[config.mk]
export PLATFORM = sky130hd
export DESIGN_NAME = uart_receiver_flat
export DESIGN_NICKNAME = d
export VERILOG_FILES = /design/src/rtl/uart_receiver_if.sv /design/src/rtl/uart_receiver.sv /design/src/flat_wrapper.sv
export SDC_FILE = /design/constraint.sdc
export NUM_CORES = 1
export LEC_CHECK = 0
export ABC_CLOCK_PERIOD_IN_PS = 2200
export CORE_MARGIN = 3
export CORE_UTILIZATION = 50
export CTS_BUF_LIST = sky130_fd_sc_hd__clkbuf_2
export CTS_CLUSTER_DIAMETER = 30
export CTS_CLUSTER_SIZE = 28
export DETAILED_ROUTE_END_ITERATION = 7
export PLACE_DENSITY = 0.66
export SKIP_CTS_REPAIR_TIMING = 1
export SKIP_LAST_GASP = 1
export SYNTH_ARGS = -nofsm -noshare
export SYNTH_HDL_FRONTEND = slang
export SYNTH_SLANG_ARGS = --single-unit
export TNS_END_PERCENT = 5
[constraint.sdc]
create_clock -name clk -period 2.2 [get_ports clk]
set_clock_uncertainty 0.2 [all_clocks]
set_input_delay 0.44 -clock clk [delete_from_list [all_inputs] [get_ports clk]]
set_output_delay 0.44 -clock clk [all_outputs]
set_load 0.01 [all_outputs]
[src/rtl/uart_receiver_if.sv]
// Byte handoff from the UART receiver to its consumer: data/valid held until valid&ready.
interface uart_receiver_if;
  localparam int unsigned DATA_W = 8;

  logic [DATA_W-1:0] data;
  logic              valid;
  logic              ready;

  modport master (output data, output valid, input ready);
  modport slave  (input data, input valid, output ready);
endinterface

[src/rtl/uart_receiver.sv]
// 8N1 UART receiver: synchronized rx, mid-bit sampling, single-entry holding register
// with valid/ready handoff, frame-error and overrun pulses.
module uart_receiver #(
  parameter logic [15:0] WTIME = 16'h28B0
) (
  input  logic            clk,
  input  logic            nrst,
  input  logic            rx,
  uart_receiver_if.master bus,
  output logic            frame_err,
  output logic            overrun
);
  localparam int unsigned CNT_W  = 16;
  localparam int unsigned IDX_W  = 3;
  localparam int unsigned DATA_W = 8;

  typedef enum logic [2:0] {IDLE, START, DATA, STOP, WAIT_HIGH} state_t;

  state_t            state;
  logic [CNT_W-1:0]  cnt;
  logic [IDX_W-1:0]  idx;
  logic [DATA_W-1:0] shreg;
  logic              rx_meta;
  logic              rx_s;

  logic cnt_zero_c;
  logic stop_ok_c;
  logic accept_c;

  assign cnt_zero_c = (cnt == '0);
  assign stop_ok_c  = (state == STOP) && cnt_zero_c && rx_s;
  assign accept_c   = bus.valid && bus.ready;

  // Receive FSM, synchronizer and holding register share one clocked process.
  always_ff @(posedge clk) begin
    if (nrst) begin
      state     <= IDLE;
      cnt       <= WTIME;
      idx       <= '0;
      shreg     <= '0;
      rx_meta   <= 1'b1;
      rx_s      <= 1'b1;
      bus.data  <= '0;
      bus.valid <= 1'b0;
      frame_err <= 1'b0;
      overrun   <= 1'b0;
    end else begin
      rx_meta   <= rx;
      rx_s      <= rx_meta;
      frame_err <= 1'b0;
      overrun   <= 1'b0;

      case (state)
        IDLE: begin
          if (!rx_s) begin
            state <= START;
            cnt   <= WTIME >> 1;
          end
        end
        START: begin
          // Half a bit later the line must still be low, otherwise it was a glitch.
          if (!cnt_zero_c) begin
            cnt <= cnt - CNT_W'(1);
          end else if (!rx_s) begin
            state <= DATA;
            cnt   <= WTIME;
            idx   <= '0;
          end else begin
            state <= IDLE;
          end
        end
        DATA: begin
          if (!cnt_zero_c) begin
            cnt <= cnt - CNT_W'(1);
          end else begin
            shreg <= {rx_s, shreg[DATA_W-1:1]};
            cnt   <= WTIME;
            idx   <= idx + IDX_W'(1);
            if (idx == IDX_W'(DATA_W - 1)) state <= STOP;
          end
        end
        STOP: begin
          if (!cnt_zero_c) begin
            cnt <= cnt - CNT_W'(1);
          end else begin
            state     <= rx_s ? IDLE : WAIT_HIGH;
            frame_err <= !rx_s;
          end
        end
        WAIT_HIGH: begin
          // A held-low line (break) must rise before another start is accepted.
          if (rx_s) state <= IDLE;
        end
        default: state <= IDLE;
      endcase

      // A delivery may coincide with the consumer taking the previous byte.
      if (stop_ok_c) begin
        if (!bus.valid || bus.ready) begin
          bus.data  <= shreg;
          bus.valid <= 1'b1;
        end else begin
          overrun <= 1'b1;
        end
      end else if (accept_c) begin
        bus.valid <= 1'b0;
      end
    end
  end
endmodule

[src/flat_wrapper.sv]
// flat-port wrapper written by rule: the top's interface ports become plain ports
module uart_receiver_flat 
#(
  parameter logic [15:0] WTIME = 16'h28B0
)
  (clk, nrst, rx, frame_err, overrun, bus_data, bus_valid, bus_ready);
  uart_receiver_if bus_i ();
  input  logic clk;
  input  logic nrst;
  input  logic rx;
  output logic frame_err;
  output logic overrun;
  output wire logic [$bits(bus_i.data)-1:0] bus_data;
  output wire logic [$bits(bus_i.valid)-1:0] bus_valid;
  input wire logic [$bits(bus_i.ready)-1:0] bus_ready;
  assign bus_data = bus_i.data;
  assign bus_valid = bus_i.valid;
  assign bus_i.ready = bus_ready;
  uart_receiver #(.WTIME(WTIME)) u_core (.clk(clk), .nrst(nrst), .rx(rx), .bus(bus_i), .frame_err(frame_err), .overrun(overrun));
endmodule
==> impl_metrics.toml, run 1 <==
[floorplan]
start_util_pct = 54.3
die_x_um = 70.5
fp.dieH_um = 70.5
rows = 22
coreArea_um2 = 3830
io_pins = 15
die-area_um2 = 4970

[clock_network]
clock_latency_ns = 0.42
clk_path_buf_depth = 2
path_clk_slew_ns = 0.21
cts.sinks = 43
cts-root-buf = "clkbuf_2"
h-tree-depth = 2
numCtsBuffers = 5
cts_tree = "done"

[timing]
hold_viol = 0
layout_setup_ws_ns = 0.0782
slew_violations = 0
period_share_pct = 96.4
max_slew_margin_pct = 72.1
tightest_slew_ns = 0.415
fmax_mhz = 471
finalSetupTns_ns = 0
rsz0062_at_grt = "true"
setup_viol = 0
min_period_ns = 2.12

[grt]
grt_pass1_wl_um = 7680
grt_use_total_pct = 19.2
overflow = 0
grt_max_degree = 26
grt_antenna_before_repair = 0
grt_pass1_vias = 1647

[logic_synthesis]
ys_types = 52
synth-edff-count = 0
yosysSeqAreaShare_pct = 41.4
yosys_warnings = 0
ys.flop_type = "dfxtp_1"
async_reset_ff_share_pct = 0
avgSynthCellArea_um2 = 8.81
yosysTopAreaCell = "dfxtp_1"
synth.top_cell.area_share_pct = 41.4
synth.most_common_cell = "dfxtp_1"
syn-num-nets = 243
syn_area_um2 = 2080
synth_cells = 236
netlist_top_cells_count = "43 x dfxtp_1, 28 x nor2_1, 26 x nand2_1, 25 x a21oi_1, 9 x mux2i_1"
yosys-top-cells-area = "dfxtp_1 41%, a21oi_1 6.0%, nor2_1 5.1%"
synth_seq_cells = 43

[finish]
antenna_cells = 0
fill_cells = 333
syn_to_final_growth_pct = 18.1
drive_above_1_share_pct = 19.0
fin_cells = 317
nNetsFinal = 275

[setup_path]
crit_fanout = 5
cp-start-kind = "register"
crit_path_end = "u_core.cnt[13]"
crit_required_ns = 2.38
rr_worst_depth = 8
arrival_ns = 2.30
ff2ff_setup_slack_ns = 0.08
r2r-start = "u_core.cnt[0]"
r2r_end = "u_core.cnt[13]"
worst_setup_path_end_kind = "register"
crit_start = "u_core.cnt[0]"
critical_path_class = "reg2reg"

[placed_design]
pre_cts_slack_ns = -0.0429
port_buffers = 14
post-dp-hpwl_um = 3380
placed_cells = 309
gp_congestion = 0.941

[flow_run]
maxCapViolCount = 0

[detailed_routing]
avgViaCountPerCell = 5.69
firstDrtPassIters = 4
vias = 1805
drt_wl_total_um = 4560
ant_nets = 0
drc = 0
avgRoutedWirePerCell_um = 14.4
drt-initial-drc-count = 101

[run_status]
status = "finished, final reports clean"

[hold_path]
hold_path.class = "reg2reg"

[pwr]
peakVddDrop_v = 0.000286
p_per_area_nw_per_um2 = 559
p_leak_nw = 0.931
p_total_mw = 1.37
[critical path, stage by stage, from the launching register on]
cell and delay, ns:
dfxtp_1 0.36, inv_1 0.07, ha_2 0.22, nor4b_4 0.31, and4_2 0.33, buf_4 0.15, a21oi_1 0.04, nor4_1 0.25
a211o_1 0.14
[where the power goes]
part	switching (mW)	total, mW	internal (mW)	leakage, nW
Sequential	0.0327	0.838	0.805	0.349
Clock	0.261	0.342	0.0809	0.0290
Combinational	0.102	0.194	0.0917	0.553
Total	0.395	1.37	0.978	0.931
[worst min path at each step]
stage                   start     endpoint  slack [ns]  cells past startpoint
6_report       u_core.rx_meta  u_core.rx_s        0.24                      1
5_1_grt        u_core.rx_meta  u_core.rx_s        0.27                      1
4_1_cts        u_core.rx_meta  u_core.rx_s        0.24                      1
3_5_place_dp   u_core.rx_meta  u_core.rx_s        0.20                      1
3_3_place_gp   u_core.rx_meta  u_core.rx_s        0.19                      1
2_1_floorplan  u_core.rx_meta  u_core.rx_s        0.19                      1
[layout make-up]
| type | instances | area, um2 | share of cell area (%) |
|---|---|---|---|
| Sequential cell | 43 | 861 | 35.1 |
| Multi-Input combinational cell | 178 | 1170 | 47.9 |
| Inverter | 5 | 18.8 | 0.765 |
| Clock buffer | 6 | 30.0 | 1.22 |
| Tap cell | 48 | 60.1 | 2.45 |
| Clock inverter | 2 | 12.5 | 0.510 |
| Timing Repair Buffer | 35 | 298 | 12.1 |
[state kept, by name, indices dropped and copies added (netlist names), 3 cells and up]
register         flops
u_core.shreg         8
u_core.idx           3
u_core.bus.data      8
u_core.cnt          16
u_core.state         3
[layer usage]
metal / track usage (%) / vias to the layer above / wire (um)
li1: - / 899 / -
met1: 26.8 / 848 / 2140
met2: 28.5 / 52 / 2050
met3: 5.18 / 6 / 310
met4: 6.17 / 0 / 59
met5: 0 / - / 0
[metrics by stage]
step           instance area, um2  hold slack [ns]  util, %
6_report                     2450            0.239     64.2
3_5_place_dp                 2390            0.199     62.6
2_1_floorplan                2080            0.189        -
5_1_grt                      2450            0.274     64.2
4_1_cts                      2440            0.245     63.7
3_3_place_gp                 2390            0.194     62.6
[cell usage in the layout, fill, tap and decap left out, types with 3 or more instances in the layout]
master           instances
a211o_1                  4
o211ai_1                 3
nor3_1                   5
nor3_2                   3
a21oi_1                 25
clkbuf_2                 6
mux2i_1                  9
nand3_1                  6
dfxtp_1                 43
o21ai_1                  3
or2_2                    3
and3_1                   3
xor2_1                   4
clkdlybuf4s50_1         14
and2_1                   3
nand2_1                 26
buf_4                   21
nor2_1                  28
inv_1                    5
xnor2_1                  5
nand2b_1                 5
or2_1                    3
[cell families (layout without fill, tap and decap cells)]
kind of cell / count (synthesis) / count (layout) / share of synthesized area, %
flops: 43 / 43 / 41.4
buf+inv: 15 / 48 / 3.01
mux: 9 / 9 / 4.33
simple gates: 108 / 108 / 29.5
fa+ha+maj: 3 / 3 / 1.81
xor+xnor: 9 / 9 / 3.79
compound gates: 49 / 49 / 16.1
No activity file was read; power rests on OpenSTA's default activity.
==> run 2: changes to the inputs <==
- RECOVER_POWER: not set -> 50
==> run 2 against run 1 <==
- via count hardly changed
- largest cell class unchanged
- die area is the same
- combinational power is essentially flat
==> impl_metrics.toml, run 2 (synthesis results as in run 1) <==
[run_status]
status = "finished, final reports clean"

[clock_network]
cts_tree = "done"
path_clk_slew_ns = 0.21
numCtsBuffers = 5
clock_latency_ns = 0.42
h-tree-depth = 2
cts-root-buf = "clkbuf_2"
cts.sinks = 43
clk_path_buf_depth = 2

[setup_path]
cp_cell_sequence = "inv_1 > ha_2 > nor4b_4 > and4_2 > buf_4 > a21oi_1 > nor4_1 > a211o_1"
critPathMaxStageDelay_ns = 0.36
worst_setup_path_end_kind = "register"
worst-path-buf-inv = 2
slowest_stage = "dfxtp_1"
crit_required_ns = 2.38
r2r-start = "u_core.cnt[0]"
critical_path_class = "reg2reg"
crit_family = "simple AND/OR/NAND/NOR gates"
cp-start-kind = "register"
crit_start = "u_core.cnt[0]"
arrival_ns = 2.30
crit_fanout = 5

[floorplan]
rows = 22
die_x_um = 70.5
io_pins = 15
start_util_pct = 54.3
fp.dieH_um = 70.5
die-area_um2 = 4970
coreArea_um2 = 3830

[finish]
multi_input_comb_area_um2 = 1170
final_util_pct = 64.2
antenna_cells = 0
largest_register_ffs = 16
syn_to_final_growth_pct = 18.1
nNetsFinal = 275
largest_register = "u_core.cnt"
reg_top3 = "u_core.cnt x16, u_core.bus.data x8, u_core.shreg x8"
fin_cells = 317
final_cell_mix = "43 x dfxtp_1, 28 x nor2_1, 26 x nand2_1"
final-seq-area_um2 = 861
fill_cells = 333
drive_above_1_share_pct = 19.0
final_common_cell = "dfxtp_1"

[placed_design]
pre_cts_slack_ns = -0.0429
placed_cells = 309
gp_congestion = 0.941
post-dp-hpwl_um = 3380
port_buffers = 14

[detailed_routing]
drt_wl_total_um = 4560
avgViaCountPerCell = 5.70
avgRoutedWirePerCell_um = 14.4
firstDrtPassIters = 4
vias = 1806
ant_nets = 0
drt-initial-drc-count = 101
drc = 0

[flow_run]
maxCapViolCount = 0

[timing]
hold_viol = 0
period_share_pct = 96.5
min_period_ns = 2.12
fmax_mhz = 471
tightest_slew_ns = 0.415
rsz0062_at_grt = "true"
setup_viol = 0
finalSetupTns_ns = 0
slew_violations = 0
max_slew_margin_pct = 72.1
layout_setup_ws_ns = 0.0780

[pwr]
p_per_area_nw_per_um2 = 559
p_leak_nw = 0.939
peakVddDrop_v = 0.000286

[grt]
met1_usage_pct = 26.8
use_met3_pct = 5.18
grt.met2_usage_pct = 28.5
overflow = 0
busiest_layer = "met2"
grt_use_total_pct = 19.2
grt_max_degree = 26
grt_pass1_wl_um = 7680
grt_pass1_vias = 1647
grt_antenna_before_repair = 0

[hold_path]
hp-start = "u_core.rx_meta"
hold_path.class = "reg2reg"
==> run 2: cell count changes in the layout (fill, tap and decap cells not counted) <==
cell / change
dlygate4sd3_1: +3
clkdlybuf4s50_1: -3
==> run 2: area by class of cell <==
type                       instances  share of cell area, %
sequential                        43                   35.1
clock buffer                       6                   1.22
timing repair buffer              35                   12.1
multi-input combinational        178                   47.9
inverter                           5                  0.765
tap                               48                   2.45
clock inverter                     2                  0.510
==> run 2: path summary, 6_finish.rpt <==
path	end	slack, ns	depth (start not counted)
worst max-delay path	u_core.cnt[13]	0.08	8
worst min-delay path	u_core.rx_s	0.24	1
worst max register to register	u_core.cnt[13]	0.08	8
worst min register to register	u_core.rx_s	0.24	1
==> run 2: worst reg2reg max path, stage by stage (launching register included) <==
cell,delay (ns)
dfxtp_1,0.36
inv_1,0.07
ha_2,0.22
nor4b_4,0.31
and4_2,0.33
buf_4,0.16
a21oi_1,0.05
nor4_1,0.25
a211o_1,0.14
==> run 2: power breakdown <==
group | internal [mW] | switching, mW | total, mW | leakage (nW)
Clock | 0.0809 | 0.261 | 0.342 | 0.0290
Combinational | 0.0914 | 0.102 | 0.193 | 0.561
Sequential | 0.805 | 0.0327 | 0.838 | 0.349
Total | 0.977 | 0.395 | 1.37 | 0.939
==> run 2: per-stage QoR <==
stage / total power, mW / area, um2 / hold slack, ns
finish: 1.37 / 2450 / 0.239
floorplan: 0.977 / 2080 / 0.189
detailed placement: 1.04 / 2390 / 0.199
CTS: 1.38 / 2440 / 0.245
global route: 1.44 / 2450 / 0.274
global placement: 1.04 / 2390 / 0.194
==> run 2: metal layers <==
layer / part of all wire, % / wire (um)
met2: 45 / 2050
met4: 1.3 / 59
met1: 47 / 2140
met5: 0 / 0
met3: 6.9 / 314
==> run 3: changes to the inputs <==
- ABC_CLOCK_PERIOD_IN_PS: 2200 -> 1950
- PLACE_DENSITY: 0.66 -> 0.68
- clock period: 2.2 -> 1.95 ns (I/O delays scaled with it)
==> run 3 against run 2 <==
- the flow now finishes with violations (setup timing)
- wire length is 2.5% higher
- global-route usage hardly changed
- core utilization is 7.3 points higher
- register-to-register slack worse by 0.20 ns
- critical path depth stayed put
- sequential power is 12% higher
- maximum frequency is 2.6% higher
- via count is 3.1% higher
- largest power group unchanged
- highest routed layer unchanged
==> impl_metrics.toml, run 3 (synthesis results as in run 1) <==
[run_status]
status = "finished with violations"
violations = "setup timing"

[finish]
fill_cells = 324
reg_top3 = "u_core.cnt x16, u_core.bus.data x8, u_core.shreg x8"
final_common_cell = "buf_4"
syn_to_final_growth_pct = 31.5
final_cell_mix = "47 x buf_4, 40 x dfxtp_1, 28 x nor2_1"
largest_register_ffs = 16
drive_above_1_share_pct = 28.7
fin_cells = 344
nNetsFinal = 302
antenna_cells = 0
largest_register = "u_core.cnt"

[hold_path]
whs_path_depth = 1
hold_path.class = "reg2reg"
whs_endpoint = "u_core.rx_s"
hp-start = "u_core.rx_meta"

[detailed_routing]
avgViaCountPerCell = 5.41
avgRoutedWirePerCell_um = 13.6
drt-initial-drc-count = 113
drt_wl_total_um = 4670
drc = 0
ant_nets = 0
firstDrtPassIters = 4
vias = 1862

[placed_design]
post-dp-hpwl_um = 3450
gp_congestion = 0.889
placed_cells = 332
port_buffers = 14

[pwr]
power_switching_share_pct = 27.1
power.switching_mw = 0.478
peakVddDrop_v = 0.000354
internal-power_mw = 1.29
p_per_area_nw_per_um2 = 646
pwr-share-seq_pct = 53.4
pwr-share-clk_pct = 29.5
pwr-share-comb_pct = 17.1
p_leak_nw = 1.09

[floorplan]
rows = 22
coreArea_um2 = 3830
start_util_pct = 54.3
fp.dieH_um = 70.5
die_x_um = 70.5
io_pins = 15
die-area_um2 = 4970

[grt]
grt_pass1_wl_um = 7670
overflow = 0
grt_use_total_pct = 19.2
grt_max_degree = 20
grt_antenna_before_repair = 0
grt_pass1_vias = 1716

[clock_network]
numCtsBuffers = 5
cts.sinks = 43
clk_path_buf_depth = 2
cts_tree = "done"
cts-root-buf = "clkbuf_2"
clock_latency_ns = 0.41
path_clk_slew_ns = 0.23
h-tree-depth = 2

[timing]
rsz0062_at_grt = "true"
setup_viol = 29
slew_violations = 0
period_share_pct = 106
layout_setup_ws_ns = -0.118
hold_viol = 0
finalSetupTns_ns = -1.23
max_slew_margin_pct = 77.7
min_period_ns = 2.07
fmax_mhz = 484
tightest_slew_ns = 0.333

[setup_path]
critical_path_class = "reg2reg"
r2r-start = "u_core.cnt[1]"
slowest_stage = "dfxtp_2"
r2r_end = "u_core.overrun"
crit_fanout = 4
worst_setup_path_end_kind = "register"
arrival_ns = 2.22
worst-path-buf-inv = 3
crit_required_ns = 2.10
cp-start-kind = "register"
ff2ff_setup_slack_ns = -0.12
cp_cell_sequence = "inv_2 > ha_4 > buf_6 > or3b_4 > nor4_4 > buf_4 > nand4_1 > nor3_1"
crit_family = "simple AND/OR/NAND/NOR gates"
critPathMaxStageDelay_ns = 0.38
rr_worst_depth = 8

[flow_run]
maxCapViolCount = 0
run 3: cell count changes in the layout (fill, tap and decap cells not counted), sizes merged:
cell           delta
clkdlybuf4s50     +2
clkinv            +1
buf              +27
clkinvlp          -1
dlygate4sd3       -2
clkbuf            -1
bufinv            +1
run 3: cell type report:
type                            instances  area, um2  area share [%]
Clock buffer                            5       25.0           0.915
Sequential cell                        43        865            31.6
Inverter                                5       18.8           0.686
Multi-Input combinational cell        178       1220            44.5
Timing Repair Buffer                   62        504            18.4
Clock inverter                          3       43.8            1.60
Tap cell                               48       60.1            2.20
run 3: worst max path at each step:
stage                       start            endpoint  slack, ns  cells past startpoint
CTS                 u_core.cnt[1]       u_core.idx[2]      -0.21                      8
finish              u_core.cnt[1]      u_core.overrun      -0.12                      8
detailed placement  u_core.cnt[1]  u_core.bus.data[6]      -0.14                      7
global route        u_core.cnt[1]      u_core.overrun      -0.21                      8
global placement    u_core.cnt[0]      u_core.cnt[13]      -0.09                      7
floorplan           u_core.cnt[0]      u_core.cnt[13]      -0.01                      8
run 3: per-stage QoR:
step / hold WS, ns / util, % / setup WS (ns) / instance area (um2) / power (mW)
after floorplan: 0.189 / - / -0.00973 / 2110 / 1.11
after global placement: 0.192 / 67.8 / -0.0882 / 2590 / 1.22
after detailed placement: 0.198 / 67.8 / -0.141 / 2590 / 1.23
after CTS: 0.245 / 69.6 / -0.209 / 2660 / 1.74
after global routing: 0.268 / 71.5 / -0.213 / 2730 / 1.85
final: 0.242 / 71.5 / -0.118 / 2730 / 1.77
run 3: worst register-to-register path, delay by kind of cell, from the launching register on:
kind                     cells  cell delay [ns]
AND/OR/NAND/NOR              4             0.94
flip-flops                   1             0.38
buffers and inverters        3             0.34
adder cells (fa/ha/maj)      1             0.14
run 3: power by group through the flow:
stage	Combinational (mW)	Clock, mW	Sequential, mW
after floorplan	0.154	0	0.957
after global placement	0.268	0	0.956
after detailed placement	0.270	0	0.957
after CTS	0.272	0.533	0.940
after global routing	0.335	0.568	0.947
final	0.302	0.521	0.942
run 3: routing by layer:
metal,vias to the layer above,routed length [um],global-route usage (%)
met4,0,44,4.47
li1,956,-,-
met3,6,162,4.75
met5,-,0,0
met1,870,2240,26.1
met2,30,2220,30.4
